File: src/rtl/pdm_demod.sv
// ============================================================================
// Module   : pdm_demod
// Brief    : 2nd-order CIC decimator recovering PCM samples from a PDM stream.
// Revision : 1.0  initial release
// ============================================================================
`default_nettype none

module pdm_demod #(
    parameter int PDM_WIDTH    = 2,
    parameter int SAMPLE_WIDTH = 5,
    parameter int LOG2_DECIM   = 4
) (
    input  logic                    clk,
    input  logic                    reset_n,
    input  logic [PDM_WIDTH-1:0]    pdm_in,
    input  logic                    pdm_valid,
    output logic [SAMPLE_WIDTH-1:0] sample,
    output logic                    sample_valid
);

    localparam int W = PDM_WIDTH + 2 * LOG2_DECIM;
    localparam logic [LOG2_DECIM-1:0] CNT_LAST = '1;

    logic [W-1:0]            i1_q, i1_d, i2_q, i2_d;
    logic [LOG2_DECIM-1:0]   cnt_q, cnt_d;
    logic [W-1:0]            x_q, x_d;
    logic                    strobe_q, strobe_d;
    logic [W-1:0]            d1_q, d1_d, d2_q, d2_d;
    logic [W-1:0]            y_q, y_d;
    logic                    y_vld_q, y_vld_d;
    logic [SAMPLE_WIDTH-1:0] sample_q, sample_d;
    logic                    sample_valid_q, sample_valid_d;
    logic [W-1:0]            comb_c1, comb_y;

    always_comb begin
        i1_d           = i1_q;
        i2_d           = i2_q;
        cnt_d          = cnt_q;
        x_d            = x_q;
        strobe_d       = 1'b0;
        d1_d           = d1_q;
        d2_d           = d2_q;
        y_d            = y_q;
        y_vld_d        = 1'b0;
        sample_d       = sample_q;
        sample_valid_d = 1'b0;
        comb_c1        = x_q - d1_q;
        comb_y         = comb_c1 - d2_q;

        // Integrators chain within the cycle: i2 accumulates the updated i1.
        if (pdm_valid) begin
            i1_d  = i1_q + {{(W-PDM_WIDTH){1'b0}}, pdm_in};
            i2_d  = i2_q + i1_d;
            cnt_d = cnt_q + 1'b1;
            if (cnt_q == CNT_LAST) begin
                x_d      = i2_d;
                strobe_d = 1'b1;
            end
        end

        if (strobe_q) begin
            d1_d    = x_q;
            d2_d    = comb_c1;
            y_d     = comb_y;
            y_vld_d = 1'b1;
        end

        // Output register gives a fixed two-clock latency from the last input.
        if (y_vld_q) begin
            sample_d       = y_q[W-1 -: SAMPLE_WIDTH];
            sample_valid_d = 1'b1;
        end
    end

    always_ff @(posedge clk or negedge reset_n) begin
        if (!reset_n) begin
            i1_q           <= '0;
            i2_q           <= '0;
            cnt_q          <= '0;
            x_q            <= '0;
            strobe_q       <= 1'b0;
            d1_q           <= '0;
            d2_q           <= '0;
            y_q            <= '0;
            y_vld_q        <= 1'b0;
            sample_q       <= '0;
            sample_valid_q <= 1'b0;
        end else begin
            i1_q           <= i1_d;
            i2_q           <= i2_d;
            cnt_q          <= cnt_d;
            x_q            <= x_d;
            strobe_q       <= strobe_d;
            d1_q           <= d1_d;
            d2_q           <= d2_d;
            y_q            <= y_d;
            y_vld_q        <= y_vld_d;
            sample_q       <= sample_d;
            sample_valid_q <= sample_valid_d;
        end
    end

    assign sample       = sample_q;
    assign sample_valid = sample_valid_q;

endmodule

`default_nettype wire

File: config.mk
export PLATFORM = sky130hd
export DESIGN_NAME = pdm_demod
export DESIGN_NICKNAME = d
export VERILOG_FILES = /design/src/rtl/pdm_demod.sv
export SDC_FILE = /design/constraint.sdc
export NUM_CORES = 1
export LEC_CHECK = 0
export BUFFER_PORTS_ARGS = -buffer_cell sky130_fd_sc_hd__buf_4
export CORE_UTILIZATION = 56
export CTS_BUF_LIST = sky130_fd_sc_hd__clkbuf_4
export DETAILED_ROUTE_END_ITERATION = 16
export GPL_TIMING_DRIVEN = 0
export PLACE_DENSITY_LB_ADDON = 0.3
export SYNTH_ARGS = -nofsm -noshare
export SYNTH_HDL_FRONTEND = slang
export SYNTH_SLANG_ARGS = --single-unit
export TNS_END_PERCENT = 1
File: constraint.sdc
create_clock -name clk -period 7.6 [get_ports clk]
set_input_delay 1.14 -clock clk [delete_from_list [all_inputs] [get_ports clk]]
set_output_delay 1.14 -clock clk [all_outputs]
set_load 0.03 [all_outputs]
==> flow_metrics.env, run 1 <==
export IMPL_status="finished clean"
export IMPL_worstSkewPairLatency_ps=400
export IMPL_synthTopCellsByArea="dfrtp_1 (46%), ha_1 (9.9%), mux2_2 (8.6%)"
export IMPL_post_cts_buffers=0
export IMPL_fmax_mhz=276
export IMPL_ant_nets=0
export IMPL_yosysMostFrequentCell="dfrtp_1"
export IMPL_holdPathStages=0
export IMPL_cts_clk_slew_worst_paths_ps=100
export IMPL_min_path_type="flip-flop to flip-flop"
export IMPL_worstSetupEndpointType="flip-flop"
export IMPL_relSlewSlack_pct=44.0
export IMPL_coreArea_um2=6310
export IMPL_synth_largest_area_cell="dfrtp_1"
export IMPL_wl_met3_um=174
export IMPL_drv_cap=0
export IMPL_numCtsBuffers=9
export IMPL_highest_layer="met4"
export IMPL_reg2regPathDepth=18
export IMPL_ios=11
export IMPL_rrSetupSlack_ps=3970
export IMPL_cp_start_kind="flip-flop"
export IMPL_drc=0
export IMPL_synthesis_area_um2=3650
export IMPL_fin_crit_sh_pct=47.7
export IMPL_die_h_um=82.7
export IMPL_synth_top_area_share_pct=45.9
export IMPL_clock_root_buffer="clkbuf_4"
export IMPL_htree_levels=3
export IMPL_critical_path_class="flip-flop to flip-flop"
export IMPL_wl_per_cell_um=13.5
export IMPL_vias_per_cell=5.31
export IMPL_crit_end="y_q[9]$_DFFE_PN0P_"
export IMPL_tightest_slew_ps=840
export IMPL_cp_data_arrival_time_ps=3920
export IMPL_setup_viol=0
export IMPL_cts_sinks=67
export IMPL_final_nets=401
export IMPL_cp_slowest_stage_delay_ps=400
export IMPL_first_global_vias=2253
export IMPL_drt_iter0_drc=94
export IMPL_wirelength_um=6010
export IMPL_overflow=0
export IMPL_wl_met2_um=3080
export IMPL_postCtsResizedCells=0
export IMPL_cts_buffer_depth=2
export IMPL_drt_met1_wl_um=2700
export IMPL_finish_utilization_pct=62.4
export IMPL_rsz0062_at_grt="no"
export IMPL_period_needed_ps=3630
export IMPL_worstReg2RegStart="x_q[0]$_DFFE_PN0P_"
export IMPL_postCtsHoldBufs=0
export IMPL_fillerInstances=535
export IMPL_first_pass_iters=4
export IMPL_crit_chain="inv_1 -> ha_1 -> inv_1 -> fa_1 -> a21o_1 -> a21oi_2 -> nand2b_1 -> a21boi_1 -> nor2_1 -> xnor2_1 -> ha_1 -> nand2_1 -> a2bb2oi_1 -> o31ai_1 -> o41ai_1 -> xnor2_1 -> xnor2_1 -> mux2_2"
export IMPL_grt_pass1_wl_um=9960
export IMPL_rows=29
export IMPL_crit_top_cell="xnor2_1"
export IMPL_ys_seq_area_share_pct=45.9
export IMPL_grt_util_all_layers_pct=20.2
export IMPL_gp_congestion=0.789
export IMPL_r2r_end="y_q[9]$_DFFE_PN0P_"
export IMPL_antennaDiodeCount=0
export IMPL_numPortBuffers=9
export IMPL_die_area_um2=6840
export IMPL_tns_ps=0
export IMPL_grt_max_degree=68
export IMPL_synth_fp_nets=381
export IMPL_antenna_found_initial=0
export IMPL_netlist_instances=344
export IMPL_hpwl_um=4420
export IMPL_clock_skew_ps=11.8
export IMPL_drv_slew=0
export IMPL_start_util_pct=57.8
export IMPL_drive_gt1_share_pct=15.5
export IMPL_synth_main_ff_cell="dfrtp_1"
export IMPL_critPathMaxFanout=4
export IMPL_synth_top_cells_by_count="dfrtp_1 (67), nand2_1 (45), ha_1 (29)"
export IMPL_crit_required_ps=7890
export IMPL_num_vias=2362
export IMPL_avgSynthCellArea_um2=10.6
export IMPL_ys_seq_elements=67
export IMPL_hold_viol_final=0
export IMPL_synth_distinct_cells=41
export IMPL_syn_to_final_growth_pct=7.92
export IMPL_die_x_um=82.7
export IMPL_yosys_warnings=0
export IMPL_crit_start="x_q[0]$_DFFE_PN0P_"
export IMPL_cp_slowest_cell="fa_1"
export IMPL_synth_edf_count=0
export IMPL_cts_tree="done"
export IMPL_async_reset_ff_share_pct=100
-- sequential cells by signal, indices dropped and copies added, names as in the netlist --
register,cells
sample_valid,1
y_vld_q,1
i2_q,10
x_q,10
y_q,5
strobe_q,1
i1_q,10
sample,5
d1_q,10
d2_q,10
cnt_q,4
-- layer usage --
metal | GRT usage [%] | vias to the layer above
li1 | - | 1218
met1 | 22.8 | 1110
met2 | 36.1 | 28
met3 | 5.60 | 6
met4 | 7.59 | 0
met5 | 0 | -
-- kinds of logic after synthesis --
group | after synthesis | synth area share, %
AND/OR/NAND/NOR | 81 | 9.74
flip-flops | 67 | 45.9
AO/OA/AOI/OAI | 60 | 10.7
XOR/XNOR | 38 | 9.12
buffers and inverters | 36 | 3.70
adder cells (fa/ha/maj) | 32 | 11.6
multiplexers | 30 | 9.19
-- layout by cell type (no fill, tap or decap), types with 2 or more instances in the layout --
master,synthesis,final
a211oi_1,2,2
a21o_1,6,6
a21oi_1,10,10
a21oi_2,2,2
a31oi_1,2,2
and3_1,2,2
buf_1,2,2
buf_4,0,9
clkbuf_1,7,7
clkbuf_4,0,9
clkinv_1,0,2
clkinvlp_4,0,2
dfrtp_1,67,67
fa_1,3,3
ha_1,29,29
inv_1,27,27
mux2_2,28,28
mux2i_1,2,2
nand2_1,45,45
nand2b_1,3,3
nand3_1,4,4
nand4_1,5,5
nor2_1,16,16
o21a_1,2,2
o21ai_0,21,21
o21bai_1,3,3
o31ai_1,2,2
xnor2_1,26,26
xor2_1,12,12
-- layout make-up --
class	instances	area [um2]	area share, %
Multi-Input combinational cell	241	1840	46.7
Sequential cell	67	1680	42.6
Inverter	27	101	2.57
Tap cell	77	96.3	2.45
Clock buffer	9	67.6	1.72
Timing Repair Buffer	9	67.6	1.72
Clock inverter	6	57.6	1.46
Buffer	9	33.8	0.858
-- critical path: cells and delay by family (launching register included) --
kind	cells	cell delay (ps)
compound gates	6	1110
xor+xnor	3	420
fa+ha+maj	3	850
buf+inv	2	130
flops	1	390
mux	1	260
simple gates	3	360
-- how the worst min path moves through the flow --
stage | startpoint | to | slack [ps]
detailed placement | strobe_q$_DFF_PN0_ | y_vld_q$_DFF_PN0_ | 420
CTS | strobe_q$_DFF_PN0_ | y_vld_q$_DFF_PN0_ | 450
floorplan | strobe_q$_DFF_PN0_ | y_vld_q$_DFF_PN0_ | 410
global placement | strobe_q$_DFF_PN0_ | y_vld_q$_DFF_PN0_ | 420
finish | strobe_q$_DFF_PN0_ | y_vld_q$_DFF_PN0_ | 450
global route | strobe_q$_DFF_PN0_ | y_vld_q$_DFF_PN0_ | 480
-- metrics by stage --
| stage | cells | instance area [um2] | hold WS, ps | setup slack, ps |
|---|---|---|---|---|
| floorplan | 344 | 3650 | 406 | 4000 |
| global placement | 430 | 3810 | 423 | 3690 |
| detailed placement | 430 | 3810 | 424 | 3650 |
| CTS | 445 | 3940 | 452 | 3950 |
| global route | 445 | 3940 | 480 | 3680 |
| finish | 445 | 3940 | 453 | 3970 |
Power of run 1 is not shown: default switching activity piles up to over one toggle a cycle in this logic, so the estimate is an artifact.
==> inputs of run 2 (changes only) <==
- clock period: 7.6 -> 3.1 ns (I/O delays scaled with it)
==> run 2 against run 1 <==
The flow now finishes with violations (setup timing); cell count rose by 1.8%; non-clock buffer count is 7 higher; sequential share of layout area shrank 1.6 points; final area rose by 3.9%; critical path depth stayed put; setup slack got worse by 4300 ps; die area is the same.
==> flow_metrics.env, run 2 (same netlist as run 1, synthesis figures left out) <==
export IMPL_die_area_um2=6840
export IMPL_clock_skew_ps=15.1
export IMPL_relSlewSlack_pct=45.0
export IMPL_die_x_um=82.7
export IMPL_vias_per_cell=5.30
export IMPL_first_global_vias=2349
export IMPL_r2r_end="y_q[9]$_DFFE_PN0P_"
export IMPL_cts_tree="done"
export IMPL_worstSetupEndpointType="flip-flop"
export IMPL_worstSkewPairLatency_ps=410
export IMPL_mostFrequentLayoutCell="dfrtp_1"
export IMPL_final_cell_mix="dfrtp_1 (67), nand2_1 (44), ha_1 (28)"
export IMPL_wirelength_um=6200
export IMPL_drt_iter0_drc=53
export IMPL_hold_viol_final=0
export IMPL_dpl_cell_area_um2=3840
export IMPL_cp_start_kind="flip-flop"
export IMPL_dp_cells=430
export IMPL_tightest_slew_ps=824
export IMPL_instances_no_fill=453
export IMPL_overflow=0
export IMPL_start_util_pct=57.8
export IMPL_grt_max_degree=68
export IMPL_critPathMaxFanout=3
export IMPL_syn_to_final_growth_pct=12.1
export IMPL_fin_ws_ps=-301
export IMPL_period_needed_ps=3400
export IMPL_coreArea_um2=6310
export IMPL_antenna_found_initial=0
export IMPL_ant_nets=0
export IMPL_grt_pass1_wl_um=10400
export IMPL_grt_util_all_layers_pct=20.6
export IMPL_drv_slew=0
export IMPL_wl_per_cell_um=13.7
export IMPL_rows=29
export IMPL_status="finished with violations"
export IMPL_ios=11
export IMPL_first_pass_iters=4
export IMPL_fillerInstances=505
export IMPL_final_nets=408
export IMPL_rrSetupSlack_ps=-300
export IMPL_cts_clk_slew_worst_paths_ps=120
export IMPL_finish_utilization_pct=64.8
export IMPL_min_path_type="input pin to asynchronous set/reset pin"
export IMPL_postCtsHoldBufs=0
export IMPL_cts_sinks=67
export IMPL_drv_cap=0
export IMPL_numCtsBuffers=9
export IMPL_critical_path_class="flip-flop to flip-flop"
export IMPL_gp_congestion=0.770
export IMPL_fmax_mhz=294
export IMPL_violations="setup timing"
export IMPL_crit_required_ps=3410
export IMPL_rsz0062_at_grt="yes"
export IMPL_clock_root_buffer="clkbuf_4"
export IMPL_die_h_um=82.7
export IMPL_cp_data_arrival_time_ps=3710
export IMPL_hpwl_um=4340
export IMPL_drive_gt1_share_pct=21.0
export IMPL_numPortBuffers=9
export IMPL_final_cell_area_um2=4090
export IMPL_worstReg2RegStart="x_q[0]$_DFFE_PN0P_"
export IMPL_setup_viol=4
export IMPL_htree_levels=3
export IMPL_reg2regPathDepth=18
export IMPL_num_vias=2400
export IMPL_drc=0
export IMPL_fin_crit_sh_pct=110
export IMPL_antennaDiodeCount=0
export IMPL_cts_buffer_depth=2
[run 2: cell count changes in the layout (fill, tap and decap cells not counted), sizes merged]
cell	delta
buf	+7
clkinv	+1
clkinvlp	-1
inv	+1
[run 2: critical path, cell delays in order (launching register included)]
cell and delay (ps):
dfrtp_1 400, inv_2 80, ha_4 130, inv_2 40, fa_2 350, a21o_1 200
a21oi_2 140, nand2b_4 140, a21boi_2 60, nor2_1 110, xnor2_1 160, ha_1 300
buf_6 140, a2bb2oi_4 160, o31ai_4 110, o41ai_2 240, xnor2_1 180, xnor2_1 100
mux2_4 260
[run 2: how the worst max path moves through the flow]
| stage | start | end | depth (start not counted) |
|---|---|---|---|
| 2_1_floorplan | x_q[0]$_DFFE_PN0P_ | y_q[9]$_DFFE_PN0P_ | 18 |
| 4_1_cts | x_q[0]$_DFFE_PN0P_ | y_q[9]$_DFFE_PN0P_ | 18 |
| 3_5_place_dp | x_q[0]$_DFFE_PN0P_ | y_q[9]$_DFFE_PN0P_ | 18 |
| 6_report | x_q[0]$_DFFE_PN0P_ | y_q[9]$_DFFE_PN0P_ | 18 |
| 5_1_grt | x_q[0]$_DFFE_PN0P_ | y_q[9]$_DFFE_PN0P_ | 18 |
| 3_3_place_gp | x_q[0]$_DFFE_PN0P_ | y_q[9]$_DFFE_PN0P_ | 18 |
[run 2: cell type report]
class | instances | area [um2] | area share [%]
Clock buffer | 9 | 67.6 | 1.65
Sequential cell | 67 | 1680 | 41.0
Buffer | 9 | 33.8 | 0.825
Inverter | 27 | 101 | 2.48
Multi-Input combinational cell | 241 | 1930 | 47.0
Clock inverter | 7 | 67.6 | 1.65
Tap cell | 77 | 96.3 | 2.35
Timing Repair Buffer | 16 | 124 | 3.03
[run 2: per-stage QoR]
step	TNS (ps)	hold WS, ps	setup WS (ps)
after floorplan	-146	169	-146
after global placement	-928	423	-348
after detailed placement	-1230	434	-407
after CTS	-518	158	-267
after global routing	-1240	221	-476
final	-645	147	-301
[run 2: layer usage]
metal  track usage [%]  vias to the layer above  wire length, um
li1                  -                     1221                -
met1              23.6                     1134             2820
met2              36.9                       36             3130
met3              3.74                        9              160
met4              9.48                        0               92
met5                 0                        -                0
[run 2: timing repair]
item | in CTS | in global routing
gates resized for setup | 10 | 5
endpoints found under the setup margin | 3 | 9
pin swaps | 13 | 0
hold endpoints to repair | 0 | 0
setup buffers | 7 | 0
gates cloned | 0 | 0
Power of run 2 is left out for the same reason.
